## src/rtl/keypad_pkg.sv

```systemverilog
// -----------------------------------------------------------------------------
// keypad_pkg
// Shared definitions for the 4x4 matrix keypad encoder.
//   state_t     : controller states (SCAN, DEBOUNCE, LATCH, STROBE, WAIT_RELEASE)
//   KEY_*       : 4-bit key codes; KEY_CMD (0xF, the '#' key) is the
//                 configuration-entry command
//   COLS_RESET  : column drive pattern after reset (column 0 driven low)
//   key_lookup  : row/column index -> key code
//   single_low  : true when exactly one bit of an active-low vector is low
//   low_index   : index of the lowest low bit of an active-low vector
// -----------------------------------------------------------------------------
package keypad_pkg;

    typedef enum logic [2:0] {
        SCAN         = 3'd0,
        DEBOUNCE     = 3'd1,
        LATCH        = 3'd2,
        STROBE       = 3'd3,
        WAIT_RELEASE = 3'd4
    } state_t;

    localparam logic [3:0] KEY_0    = 4'h0;
    localparam logic [3:0] KEY_1    = 4'h1;
    localparam logic [3:0] KEY_2    = 4'h2;
    localparam logic [3:0] KEY_3    = 4'h3;
    localparam logic [3:0] KEY_4    = 4'h4;
    localparam logic [3:0] KEY_5    = 4'h5;
    localparam logic [3:0] KEY_6    = 4'h6;
    localparam logic [3:0] KEY_7    = 4'h7;
    localparam logic [3:0] KEY_8    = 4'h8;
    localparam logic [3:0] KEY_9    = 4'h9;
    localparam logic [3:0] KEY_A    = 4'hA;
    localparam logic [3:0] KEY_B    = 4'hB;
    localparam logic [3:0] KEY_C    = 4'hC;
    localparam logic [3:0] KEY_D    = 4'hD;
    localparam logic [3:0] KEY_STAR = 4'hE;
    localparam logic [3:0] KEY_HASH = 4'hF;
    localparam logic [3:0] KEY_CMD  = 4'hF;

    localparam logic [3:0] COLS_RESET = 4'b1110;

    // Layout: 1 2 3 A / 4 5 6 B / 7 8 9 C / * 0 # D
    function automatic logic [3:0] key_lookup(input logic [1:0] r, input logic [1:0] c);
        logic [3:0] code;
        code = KEY_0;
        case ({r, c})
            4'b00_00: code = KEY_1;
            4'b00_01: code = KEY_2;
            4'b00_10: code = KEY_3;
            4'b00_11: code = KEY_A;
            4'b01_00: code = KEY_4;
            4'b01_01: code = KEY_5;
            4'b01_10: code = KEY_6;
            4'b01_11: code = KEY_B;
            4'b10_00: code = KEY_7;
            4'b10_01: code = KEY_8;
            4'b10_10: code = KEY_9;
            4'b10_11: code = KEY_C;
            4'b11_00: code = KEY_STAR;
            4'b11_01: code = KEY_0;
            4'b11_10: code = KEY_HASH;
            default:  code = KEY_D;
        endcase
        return code;
    endfunction

    function automatic logic single_low(input logic [3:0] v);
        logic [2:0] n;
        n = '0;
        for (int unsigned i = 0; i < 4; i++) begin
            n = n + {2'b00, ~v[i]};
        end
        return (n == 3'd1);
    endfunction

    function automatic logic [1:0] low_index(input logic [3:0] v);
        logic [1:0] idx;
        idx = '0;
        for (int i = 3; i >= 0; i--) begin
            if (!v[i]) idx = 2'(i);
        end
        return idx;
    endfunction

endpackage

```

## src/rtl/keypad_debounce.sv

```systemverilog
// -----------------------------------------------------------------------------
// keypad_debounce
// Consecutive-cycle stability counter. o_done is high on the CYCLES-th
// consecutive cycle in which i_match is high; any cycle with i_match low, or
// i_restart high, clears the count.
//   clock     : system clock (rising edge)
//   reset     : synchronous active-high reset
//   i_match   : the watched condition holds this cycle
//   i_restart : clear the count (owner is not in the checking state)
//   o_done    : stability reached this cycle
// -----------------------------------------------------------------------------
module keypad_debounce #(
    parameter int unsigned CYCLES = 500000
) (
    input  logic clock,
    input  logic reset,
    input  logic i_match,
    input  logic i_restart,
    output logic o_done
);

    localparam int unsigned CW = (CYCLES < 2) ? 1 : $clog2(CYCLES + 1);

    logic [CW-1:0] r_count;

    assign o_done = i_match && !i_restart && (r_count == CW'(CYCLES - 1));

    always_ff @(posedge clock) begin
        if (reset || i_restart || !i_match || o_done) begin
            r_count <= '0;
        end else begin
            r_count <= r_count + CW'(1);
        end
    end

endmodule

```

## src/rtl/keypad_encoder.sv

```systemverilog
// -----------------------------------------------------------------------------
// keypad_encoder
// 4x4 matrix keypad scanner / debouncer / encoder.
//   clock   : system clock (rising edge)
//   reset   : synchronous active-high reset
//   rows    : row lines, active-low, asynchronous (2-flop synchronized)
//   cols    : column drive, one-hot active-low
//   dataOut : code of the last accepted key
//   dav     : data-available strobe, high DAV_WIDTH cycles per key event
// Optional feature: define KEYPAD_AUTOREPEAT_EN to re-strobe a held key every
// REPEAT_CYCLES cycles spent in WAIT_RELEASE.
// -----------------------------------------------------------------------------
module keypad_encoder
    import keypad_pkg::*;
#(
    parameter int unsigned SCAN_DIV        = 50000,
    parameter int unsigned DEBOUNCE_CYCLES = 500000,
    parameter int unsigned DAV_WIDTH       = 4,
    parameter int unsigned REPEAT_CYCLES   = 25000000
) (
    input  logic       clock,
    input  logic       reset,
    input  logic [3:0] rows,
    output logic [3:0] cols,
    output logic [3:0] dataOut,
    output logic       dav
);

    localparam int unsigned DW = (SCAN_DIV < 2)  ? 1 : $clog2(SCAN_DIV + 1);
    localparam int unsigned SW = (DAV_WIDTH < 2) ? 1 : $clog2(DAV_WIDTH + 1);

    state_t        r_state;
    logic [3:0]    r_sync1;
    logic [3:0]    r_rows_s;
    logic [3:0]    r_cols;
    logic [3:0]    r_pattern;
    logic [3:0]    r_dataOut;
    logic [DW-1:0] r_div;
    logic [SW-1:0] r_strb;

    logic w_slot_end;
    logic w_press_match;
    logic w_press_restart;
    logic w_press_done;
    logic w_rel_match;
    logic w_rel_restart;
    logic w_rel_done;

    assign w_slot_end      = (r_div == DW'(SCAN_DIV - 1));
    assign w_press_match   = (r_state == DEBOUNCE) && (r_rows_s == r_pattern);
    assign w_press_restart = (r_state != DEBOUNCE);
    assign w_rel_match     = (r_state == WAIT_RELEASE) && (r_rows_s == 4'hF);
    assign w_rel_restart   = (r_state != WAIT_RELEASE);

    keypad_debounce #(.CYCLES(DEBOUNCE_CYCLES)) u_press_db (
        .clock     (clock),
        .reset     (reset),
        .i_match   (w_press_match),
        .i_restart (w_press_restart),
        .o_done    (w_press_done)
    );

    keypad_debounce #(.CYCLES(DEBOUNCE_CYCLES)) u_release_db (
        .clock     (clock),
        .reset     (reset),
        .i_match   (w_rel_match),
        .i_restart (w_rel_restart),
        .o_done    (w_rel_done)
    );

`ifdef KEYPAD_AUTOREPEAT_EN
    localparam int unsigned RW = (REPEAT_CYCLES < 2) ? 1 : $clog2(REPEAT_CYCLES + 1);

    logic [RW-1:0] r_rep;
    logic          w_rep_held;
    logic          w_rep_done;

    assign w_rep_held = (r_state == WAIT_RELEASE) && (r_rows_s == r_pattern);
    assign w_rep_done = w_rep_held && (r_rep == RW'(REPEAT_CYCLES - 1));

    always_ff @(posedge clock) begin
        if (reset || !w_rep_held || w_rep_done) begin
            r_rep <= '0;
        end else begin
            r_rep <= r_rep + RW'(1);
        end
    end
`endif

    always_ff @(posedge clock) begin
        if (reset) begin
            r_sync1  <= 4'hF;
            r_rows_s <= 4'hF;
        end else begin
            r_sync1  <= rows;
            r_rows_s <= r_sync1;
        end
    end

    always_ff @(posedge clock) begin
        if (reset) begin
            r_state   <= SCAN;
            r_cols    <= COLS_RESET;
            r_pattern <= 4'hF;
            r_dataOut <= KEY_0;
            r_div     <= '0;
            r_strb    <= '0;
        end else begin
            case (r_state)
                SCAN: begin
                    if (w_slot_end) begin
                        r_div <= '0;
                        if (single_low(r_rows_s)) begin
                            r_state   <= DEBOUNCE;
                            r_pattern <= r_rows_s;
                        end else begin
                            r_cols <= {r_cols[2:0], r_cols[3]};
                        end
                    end else begin
                        r_div <= r_div + DW'(1);
                    end
                end
                DEBOUNCE: begin
                    if (r_rows_s != r_pattern) begin
                        r_state <= SCAN;
                        r_div   <= '0;
                    end else if (w_press_done) begin
                        // Code is captured on entry to LATCH so dataOut is
                        // already settled for the whole LATCH cycle, one cycle
                        // ahead of dav.
                        r_state   <= LATCH;
                        r_dataOut <= key_lookup(low_index(r_pattern), low_index(r_cols));
                    end
                end
                LATCH: begin
                    r_state <= STROBE;
                    r_strb  <= '0;
                end
                STROBE: begin
                    if (r_strb == SW'(DAV_WIDTH - 1)) begin
                        r_state <= WAIT_RELEASE;
                        r_strb  <= '0;
                    end else begin
                        r_strb <= r_strb + SW'(1);
                    end
                end
                WAIT_RELEASE: begin
                    if (w_rel_done) begin
                        r_state <= SCAN;
                        r_div   <= '0;
                    end
`ifdef KEYPAD_AUTOREPEAT_EN
                    else if (w_rep_done) begin
                        r_state <= STROBE;
                        r_strb  <= '0;
                    end
`endif
                end
                default: begin
                    r_state <= SCAN;
                    r_div   <= '0;
                end
            endcase
        end
    end

    assign cols    = r_cols;
    assign dataOut = r_dataOut;
    assign dav     = (r_state == STROBE);

endmodule
```

## config.mk

```make
export PLATFORM = sky130hd
export DESIGN_NAME = keypad_encoder
export DESIGN_NICKNAME = d
export VERILOG_FILES = /design/src/rtl/keypad_pkg.sv /design/src/rtl/keypad_debounce.sv /design/src/rtl/keypad_encoder.sv
export SDC_FILE = /design/constraint.sdc
export NUM_CORES = 1
export LEC_CHECK = 0
export ABC_AREA = 1
export CAP_MARGIN = 20
export CORE_ASPECT_RATIO = 0.6
export CORE_UTILIZATION = 53
export CTS_CLUSTER_DIAMETER = 80
export DETAILED_ROUTE_END_ITERATION = 12
export PLACE_DENSITY = 0.76
export RECOVER_POWER = 25
export SYNTH_ARGS = -nofsm -noshare
export SYNTH_HDL_FRONTEND = slang
export SYNTH_HIERARCHICAL = 1
export SYNTH_SLANG_ARGS = --single-unit
export TNS_END_PERCENT = 100
```

## constraint.sdc

```tcl
create_clock -name clock -period 2.9 [get_ports clock]
set_input_delay 0.87 -clock clock [delete_from_list [all_inputs] [get_ports clock]]
set_output_delay 0.87 -clock clock [all_outputs]
set_load 0.005 [all_outputs]
```

---- Word-level counts from Yosys, hierarchy flattened ----
Memory sizes are Yosys's and may differ from the RTL's. A register that Yosys moved wholly into a read port is not among the register bits.
Index checks and enable logic that the tools add are counted.
cells by class
  bitwise gates (word level) .............. 7
  add/sub/neg operators ................... 7
  equality and inequality tests ........... 20
  reductions and logical operators ........ 24
  muxes and demuxes ....................... 29
operators with widths
  kind                                           count
  one-hot mux 16 bit (4 select lines)            1
  2-to-1 mux 16 bit                              3
  adder 19 x 1 -> 19 bit, second input constant  2
  == test 19 bit, second input constant          2
  2-to-1 mux 2 bit                               16
  2-to-1 mux 3 bit                               7
  adder 16 x 1 -> 16 bit, second input constant  1
  == test 16 bit, second input constant          1
  one-hot mux 3 bit (5 select lines)             1
  AND reduction 3 bit                            4
  == test 3 x 2 -> 1 bit, second input constant  3
  inverter 1 bit                                 7
  == test 3 x 1 -> 1 bit, second input constant  2
  logical AND 1 bit                              6
  logical OR 1 bit                               6
  != test 2 x 1 -> 1 bit, second input constant  3
  != test 3 x 1 -> 1 bit, second input constant  2
  one-hot mux 3 bit (2 select lines)             1
  AND reduction 5 bit                            1
  == test 4 bit                                  1
  == test 4 bit, second input constant           1
  logical NOT 1 bit                              4
  != test 2 bit, second input constant           2
  != test 4 bit                                  1
  other kinds (9)                                9
storage, ports and cells
  bits in read-only memories .............. 64
  memories ................................ 1
  register bits ........................... 76
  logic and storage cells ................. 97
  input bits .............................. 6
memories
  name             words  bits a word  rd ports  clocked after Yosys merged registers in  wr ports  line              source
  (no name shown)  16     4            1         1                                        0         keypad_pkg.sv:46  case ({r, c})

---- Logic depth before layout (Yosys ltp) ----
Gate-level depths: netlist of run 1.
  depth after elaboration ................. 8
  gate-level depth with buffers ........... 18
  mapped depth without buffers ............ 18

---- Hierarchy ----
The synthesis of run 1 kept the hierarchy.
by module, submodules not included
  module           times used  area each (um^2)  seq. area each (um^2)  cells an instance
  keypad_encoder   1           2482.4            840.8                  360
  keypad_debounce  2           1032.2            380.4                  145

---- Worst setup path after synthesis of run 1 ----
No wires, ideal clock.
  path type ............................... register to register
  start point ............................. register r_rows_s[0]
  end point ............................... register r_state[0]
  path buffers ............................ 0
  setup time .............................. 113 ps
  arrival ................................. 2065 ps
  required time ........................... 2787 ps
  path slack .............................. 722 ps
  period minus slack after synthesis ...... 2178 ps
  cell stages (with the launch flop) ...... 11
  path through ............................ dfxtp_1 fa_1 inv_1 ha_1 ha_1 nor3b_2 nor2_4 nor2_1 nand3_2 nor2_1 nor2_1
on the way
  cells in the longest elaborated chain, start to end .. 7
  elaborated cells between the ends (all ways) .. 20
  classes of those cells .................. add/sub (3); eq/ne (7); mux (2); bitwise (1); reduce/logical (7)
ends and longest elaborated chain
  item                           line                   source
  start, declared                keypad_encoder.sv:34   logic [3:0] r_rows_s;
  start signal, assigned         keypad_encoder.sv:96   r_rows_s <= r_sync1;
  inverter 1 bit                 keypad_pkg.sv:71       n = n + {2'b00, ~v[i]};
  adder 1 x 1 -> 2 bit           keypad_pkg.sv:71
  adder 2 x 1 -> 3 bit           keypad_pkg.sv:71
  adder 3 x 1 -> 3 bit           keypad_pkg.sv:71
  == test 3 x 1 -> 1 bit         keypad_pkg.sv:73       return (n == 3'd1);
  != test 2 bit (no line)        n/a
  AND reduction 5 bit (no line)  n/a
  end signal, assigned           keypad_encoder.sv:102  r_state <= SCAN;
  end signal, assigned           keypad_encoder.sv:114  r_state <= DEBOUNCE;
  end signal, assigned           keypad_encoder.sv:125  r_state <= SCAN;
  end, declared                  keypad_encoder.sv:32   state_t r_state;
Several ways; a longest one is shown, not always the timed one.
A chain may end at the register's enable or synchronous reset.

---- Worst setup path in the final report of run 1 ----
  start point ............................. input port reset
  end point ............................... register r_sync1[0]
RTL lines
  item                  line                  source
  start, declared       keypad_encoder.sv:22  input logic reset,
  end signal, assigned  keypad_encoder.sv:95  r_sync1 <= rows;
  end, declared         keypad_encoder.sv:33  logic [3:0] r_sync1;
No word-level cell between the ends.

==> key figures, run 1 <==
Status
  • Status: complete, no violations

Layout
  • P&R area growth vs syn: 9.69%
  • Ant diodes: 0
  • Final Net Count: 687
  • Final cell utilization of the core: 0.616
  • Fraction of layout cells with a size suffix above 1: 0.166

Worst hold path
  • Min-delay src: r_sync1[2]
  • WHS Endpoint: r_rows_s[2]
  • Min-Delay Path Class: flop to flop
  • Hold depth: 1

Die
  • Starting Density: 0.561
  • Row count: 25
  • Die Width: 122 um
  • Die area: 0.00897 sq mm
  • I/O Pins: 15
  • Die Y: 73.7 um
  • Core Box Area: about 0.0081 sq mm

Critical path
  • Max Fanout on Critical Path: 23
  • Worst endpoint required time: about 3.2 ns
  • R2R setup slack: 0.53 ns
  • Worst setup path class: input pin to flop
  • Worst r2r dst: r_state[0]
  • R2R Path Start: r_rows_s[0]
  • Critical Path AT: around 2.7 ns
  • Critical path capture point type: flop
  • Worst reg-to-reg path cell count: 11
  • Critical path startpoint category: input pin

CTS
  • CTS Buffer Depth: 2
  • H-tree Lvls: 3
  • Cts bufs inserted: 9
  • Hold Buf Count CTS: 0
  • Total setup buffers inserted after CTS: 0
  • Skew-Pair Late Insertion Delay: about 0.33 ns
  • Clock Tree Root: clkbuf_16
  • CTS tree: built
  • Worst-path clk slew: about 0.05 ns
  • Post-CTS Resized: 0
  • Clock sinks: 80

Global routing
  • Gr usage total: 0.226
  • Vias in the first global route: approximately 3,500
  • Grt total ovfl: 0
  • Pin count of the biggest net entering global routing: 24
  • First-pass GRT wire length: 15,900 um
  • Initial antenna violation count: 0

STA
  • Pins Over Slew Limit: 0
  • Fin. Hold Viols: 0
  • Final Cycle Share: 0.845
  • Setup ws final: 0.450 ns
  • Fmax achieved: 408 MHz
  • Setup TNS: 0 ns
  • RSZ-0062 raised after global routing: false
  • Final count of negative-setup-slack endpoints: 0
  • Worst slew pin tran: about 1.2 ns
  • Min Tclk post-route: about 2.5 ns
  • Fin Hold WS: 0.409 ns
  • Max_slew headroom: 0.227
  • Final Skew: 0.00430 ns

Synth
  • Avg Cell Area, Syn: 7.00 sq um
  • Top post-synthesis cells by count: nand2_1, nor2_1, dfxtp_1, inv_1, nand3_1
  • EDFF count, synth: 0
  • Synth Flop Type: dfxtp_1
  • Register area share after synthesis: 0.352
  • Most numerous cell in the Yosys netlist: nand2_1
  • Synth warn: 6
  • Synth Instances: 650
  • Yosys top cell area share: 0.352
  • Synth area leader: dfxtp_1
  • Distinct cells, synth: 37
  • Cell Area, Synth: 0.00455 sq mm
  • FF+latch count, synth: 80
  • Syn_nets: 669
  • Leading post-synthesis cells by cell area: dfxtp_1, nand2_1, nor2_1
  • Share of flip-flops with an asynchronous set or reset: 0

Placement
  • Gp weighted congestion: around 0.82
  • Post-placement setup slack: 0.530 ns
  • PortBufs: 14
  • Hpwl dp: 6930 um

Route
  • Post-route ant nets: 0
  • DRC viols: 0
  • DRT iter0 DRCs: around 400
  • DR vias: 4,011
  • Post-Route WL: 9370 um
  • Routed len/inst: 12.0 um
  • Vias per inst: 5.16
  • TritonRoute pass-1 iters: 6

Pwr
  • PwrDens: around 430 mW/mm^2
  • Max VDD drop: 0.285 mV
  • Total Power: 0.00214 W
  • Leak Pwr: 1.89 nW

Run
  • Max-cap viol count: 0
flip-flops by register name (all words and copies together), names as in the netlist:
name	count
r_strb	3
r_sync1	4
r_div	16
r_pattern	4
u_press_db/r_count	19
r_state	3
r_rows_s	4
u_release_db/r_count	19
dataOut	4
cols	4
cell type report:
cell class | count | area, sq um
Sequential cell | 80 | 1600
Tap cell | 108 | 135
Clock buffer | 11 | 233
Multi-Input combinational cell | 486 | 2580
Timing Repair Buffer | 15 | 144
Clock inverter | 2 | 10.0
Inverter | 76 | 285
Fill cell | 725 | 3110
per-stage QoR:
step / area, sq um / cells
floorplan: 4550 / 650
global placement: 4760 / 765
detailed placement: 4760 / 765
CTS: 5000 / 778
global route: 4990 / 778
finish: 4990 / 778
cell usage in the layout (no fill, tap or decap), types with 2 or more instances in the layout:
cell,count
nand4_1,10
clkbuf_16,9
inv_1,63
o21ai_1,4
ha_1,12
nor2_1,88
dfxtp_1,80
nor3_1,3
clkdlybuf4s50_1,13
a21oi_1,25
xor2_1,7
o21ai_0,13
nand2_4,4
inv_2,12
clkinv_2,2
xnor2_1,11
nand2_1,161
nand2_2,8
o21bai_1,2
or2_2,14
nor2_4,9
a21oi_2,10
or2_0,2
nor2_2,35
and2_1,2
o211ai_1,2
nand3_1,52
nand3_2,5
clkbuf_1,3
how the worst max path moves through the flow:
stage               slack, ns                    end         from  cells past startpoint
detailed placement       0.53  u_press_db/r_count[7]        reset                      4
floorplan                0.72             r_state[0]  r_rows_s[0]                     10
CTS                      0.46                    dav   r_state[0]                      3
global route             0.36                    dav   r_state[0]                      3
finish                   0.45             r_sync1[0]        reset                      3
global placement         0.62             r_state[2]  r_rows_s[0]                     11
critical path, stage by stage:
cell,delay [ns]
dlygate4sd3_1,0.69
clkbuf_1,0.89
or2_2,0.26
power breakdown:
group | leakage [nW] | switching (W) | internal, W
Combinational | 1.12 | 0.0000343 | 0.0000248
Sequential | 0.647 | 0.00000790 | 0.00111
Clock | 0.121 | 0.000407 | 0.000562
metal layers:
metal  GRT usage  wire, um  vias up  share of wire
met4      0.0535        68        0         0.0073
met1       0.311      4710     1801           0.50
met5           0         0        -              0
li1            -         -     2077              -
met3      0.0582       592        9          0.063
met2       0.355      4010      124           0.43
cells by family after synthesis:
group | synth area share
AND/OR/NAND/NOR | 0.421
buffers and inverters | 0.0790
flip-flops | 0.352
AO/OA/AOI/OAI | 0.0757
XOR/XNOR | 0.0347
adder cells (fa/ha/maj) | 0.0374
Note: power is estimated with default switching activity, not from simulation.
==> inputs of run 2 (changes only) <==
--- a/config.mk
+++ b/config.mk
@@ -11,7 +11,7 @@
 export CORE_UTILIZATION = 53
 export CTS_CLUSTER_DIAMETER = 80
 export DETAILED_ROUTE_END_ITERATION = 12
-export PLACE_DENSITY = 0.76
+export PLACE_DENSITY = 0.79
 export RECOVER_POWER = 25
 export SYNTH_ARGS = -nofsm -noshare
 export SYNTH_HDL_FRONTEND = slang
==> constraint.sdc (replaced) <==
create_clock -name clock -period 2 [get_ports clock]
set_input_delay 0.6 -clock clock [delete_from_list [all_inputs] [get_ports clock]]
set_output_delay 0.6 -clock clock [all_outputs]
set_load 0.005 [all_outputs]
==> run 2 against run 1 <==
  * The flow now finishes with violations (setup timing)
  * Sequential power increased by 45%
  * Via count increased by 5.3%
  * Clock skew is essentially flat
  * Non-clock buffer count increased by 24
  * Global-route usage is 1.4 points higher
  * Largest cell class unchanged
==> key figures, run 2 (synthesis gave the netlist of run 1 again) <==
Layout
  • Design area: 0.00541 sq mm
  • Ant diodes: 0
  • Largest regs: u_press_db/r_count (19), u_release_db/r_count (19), r_div (16)
  • P&R area growth vs syn: 19.0%
  • Commonest non-fill, non-tap cell in the layout: nand2_1
  • Most frequent cells in the layout: nand2_1, nor2_1, dfxtp_1
  • Sequential cell area: 0.00161 sq mm
  • Final Net Count: 712
  • Fraction of layout cells with a size suffix above 1: 0.250
  • Fill cells: 679
  • Multi-input logic area: approximately 0.0027 sq mm
  • Final cell utilization of the core: 0.668

Placement
  • Area post-placement: 0.00490 sq mm
  • Gp weighted congestion: 0.921
  • PortBufs: 14
  • Hpwl dp: between 7000 and 8000 um

Die
  • Row count: 25
  • I/O Pins: 15
  • Starting Density: 0.561
  • Die Y: 73.7 um
  • Core Box Area: between 0.008 and 0.009 sq mm
  • Die Width: 122 um
  • Die area: ~0.009 sq mm

Global routing
  • Grt total ovfl: 0
  • Met3 Track Usage GR: 0.0675
  • Gr usage total: 0.241
  • Initial antenna violation count: 0
  • Pin count of the biggest net entering global routing: 19
  • Vias in the first global route: 3,647
  • Most used routing layer: met2
  • Met2 Usage GRT: 0.377
  • Global Route met1 Usage: 0.319
  • First-pass GRT wire length: 16,700 um

Route
  • DRC viols: 0
  • Post-route ant nets: 0
  • Post-Route WL: 10,600 um
  • DR vias: 4,225
  • TritonRoute pass-1 iters: 4
  • Routed len/inst: 13.2 um
  • DRT iter0 DRCs: 346
  • Vias per inst: 5.25

Critical path
  • Buf+Inv Stages, Crit Path: 1
  • Critical path capture point type: flop
  • Worst path depth: 11
  • Critical Path AT: 2.56 ns
  • Crit path max-delay cell type: fa_1
  • Worst setup path class: flop to flop
  • R2R Path Start: r_rows_s[0]
  • CP peak stage delay: 0.54 ns
  • CP delay by family, top: adder cells
  • Critical path startpoint category: flop
  • Critical Path Source: r_rows_s[0]
  • Worst reg-to-reg path cell count: 11
  • Worst r2r dst: r_state[2]
  • R2R setup slack: -0.30 ns
  • Critical Path Sink: r_state[2]
  • Most used cell along the critical path: nor2_4
  • Max Fanout on Critical Path: 5
  • Worst path cell trace: fa_1 > inv_1 > ha_2 > ha_4 > nor3b_4 > nor2_4 > nor2_4 > nand3_4 > nand2_2 > nand2_1 > nor2_1
  • Worst endpoint required time: 2.26 ns

STA
  • Final Cycle Share: 1.15
  • Setup ws final: -0.295 ns
  • Final Skew: 0.00454 ns
  • Pins Over Slew Limit: 0
  • Fin. Hold Viols: 0
  • Min Tclk post-route: 2.30 ns
  • Fmax achieved: 436 MHz
  • Final count of negative-setup-slack endpoints: 12
  • Max_slew headroom: 0.619
  • RSZ-0062 raised after global routing: true
  • Worst slew pin tran: 0.572 ns

CTS
  • Skew-Pair Late Insertion Delay: 0.34 ns
  • CTS Buffer Depth: 2
  • H-tree Lvls: 3
  • Worst-path clk slew: 0.06 ns
  • CTS tree: built
  • Clock sinks: 80
  • Clock Tree Root: clkbuf_16
  • Cts bufs inserted: 9

Worst hold path
  • Min-Delay Path Class: flop to flop

Pwr
  • Max VDD drop: 0.404 mV
  • Leak Pwr: between 2 and 2.5 nW
  • PwrDens: 627 mW/mm^2

Run
  • Max-cap viol count: 0

Status
  • Violated checks: setup timing
  • Status: finished with violations
-- run 2: through the flow --
step / std cells / setup slack, ns / total power [W] / hold WS [ns] / TNS, ns
2_1_floorplan: 650 / -0.0343 / 0.00172 / 0.389 / -0.0684
3_3_place_gp: 781 / -0.0754 / 0.00176 / 0.401 / -0.216
3_5_place_dp: 781 / -0.165 / 0.00176 / 0.403 / -0.716
4_1_cts: 803 / -0.179 / 0.00339 / 0.425 / -1.44
5_1_grt: 805 / -0.353 / 0.00350 / 0.427 / -5.22
6_report: 805 / -0.295 / 0.00339 / 0.423 / -1.99
-- run 2: where the power goes --
group	total, W	switching, W	internal, W
logic	0.000157	0.0000806	0.0000762
registers	0.00162	0.0000110	0.00161
clock network	0.00162	0.000630	0.000987
-- run 2: repair_timing --
action	CTS	global route
setup buffers	6	2
gates cloned	1	0
pin swaps	12	13
resized for setup	13	37
hold buffers	0	0
endpoints found under the setup margin	26	49
-- run 2: worst min path at each step --
stage,startpoint,cells after the start,slack (ns),endpoint
CTS,r_sync1[2],1,0.43,r_rows_s[2]
global route,r_sync1[2],1,0.43,r_rows_s[2]
floorplan,r_sync1[0],1,0.39,r_rows_s[0]
global placement,r_sync1[2],1,0.40,r_rows_s[2]
finish,r_sync1[2],1,0.42,r_rows_s[2]
detailed placement,r_sync1[1],1,0.40,r_rows_s[1]
-- run 2: layer usage --
metal	wire length (um)	vias up
li1	-	2133
met1	4980	1949
met2	4860	127
met3	623	16
met4	129	0
met5	0	-
-- run 2: cell type report --
type	instances	area share
sequential	80	0.298
inverter	76	0.0536
timing repair buffer	39	0.0627
clock buffer	11	0.0449
multi-input combinational	487	0.508
clock inverter	4	0.00832
tap	108	0.0250
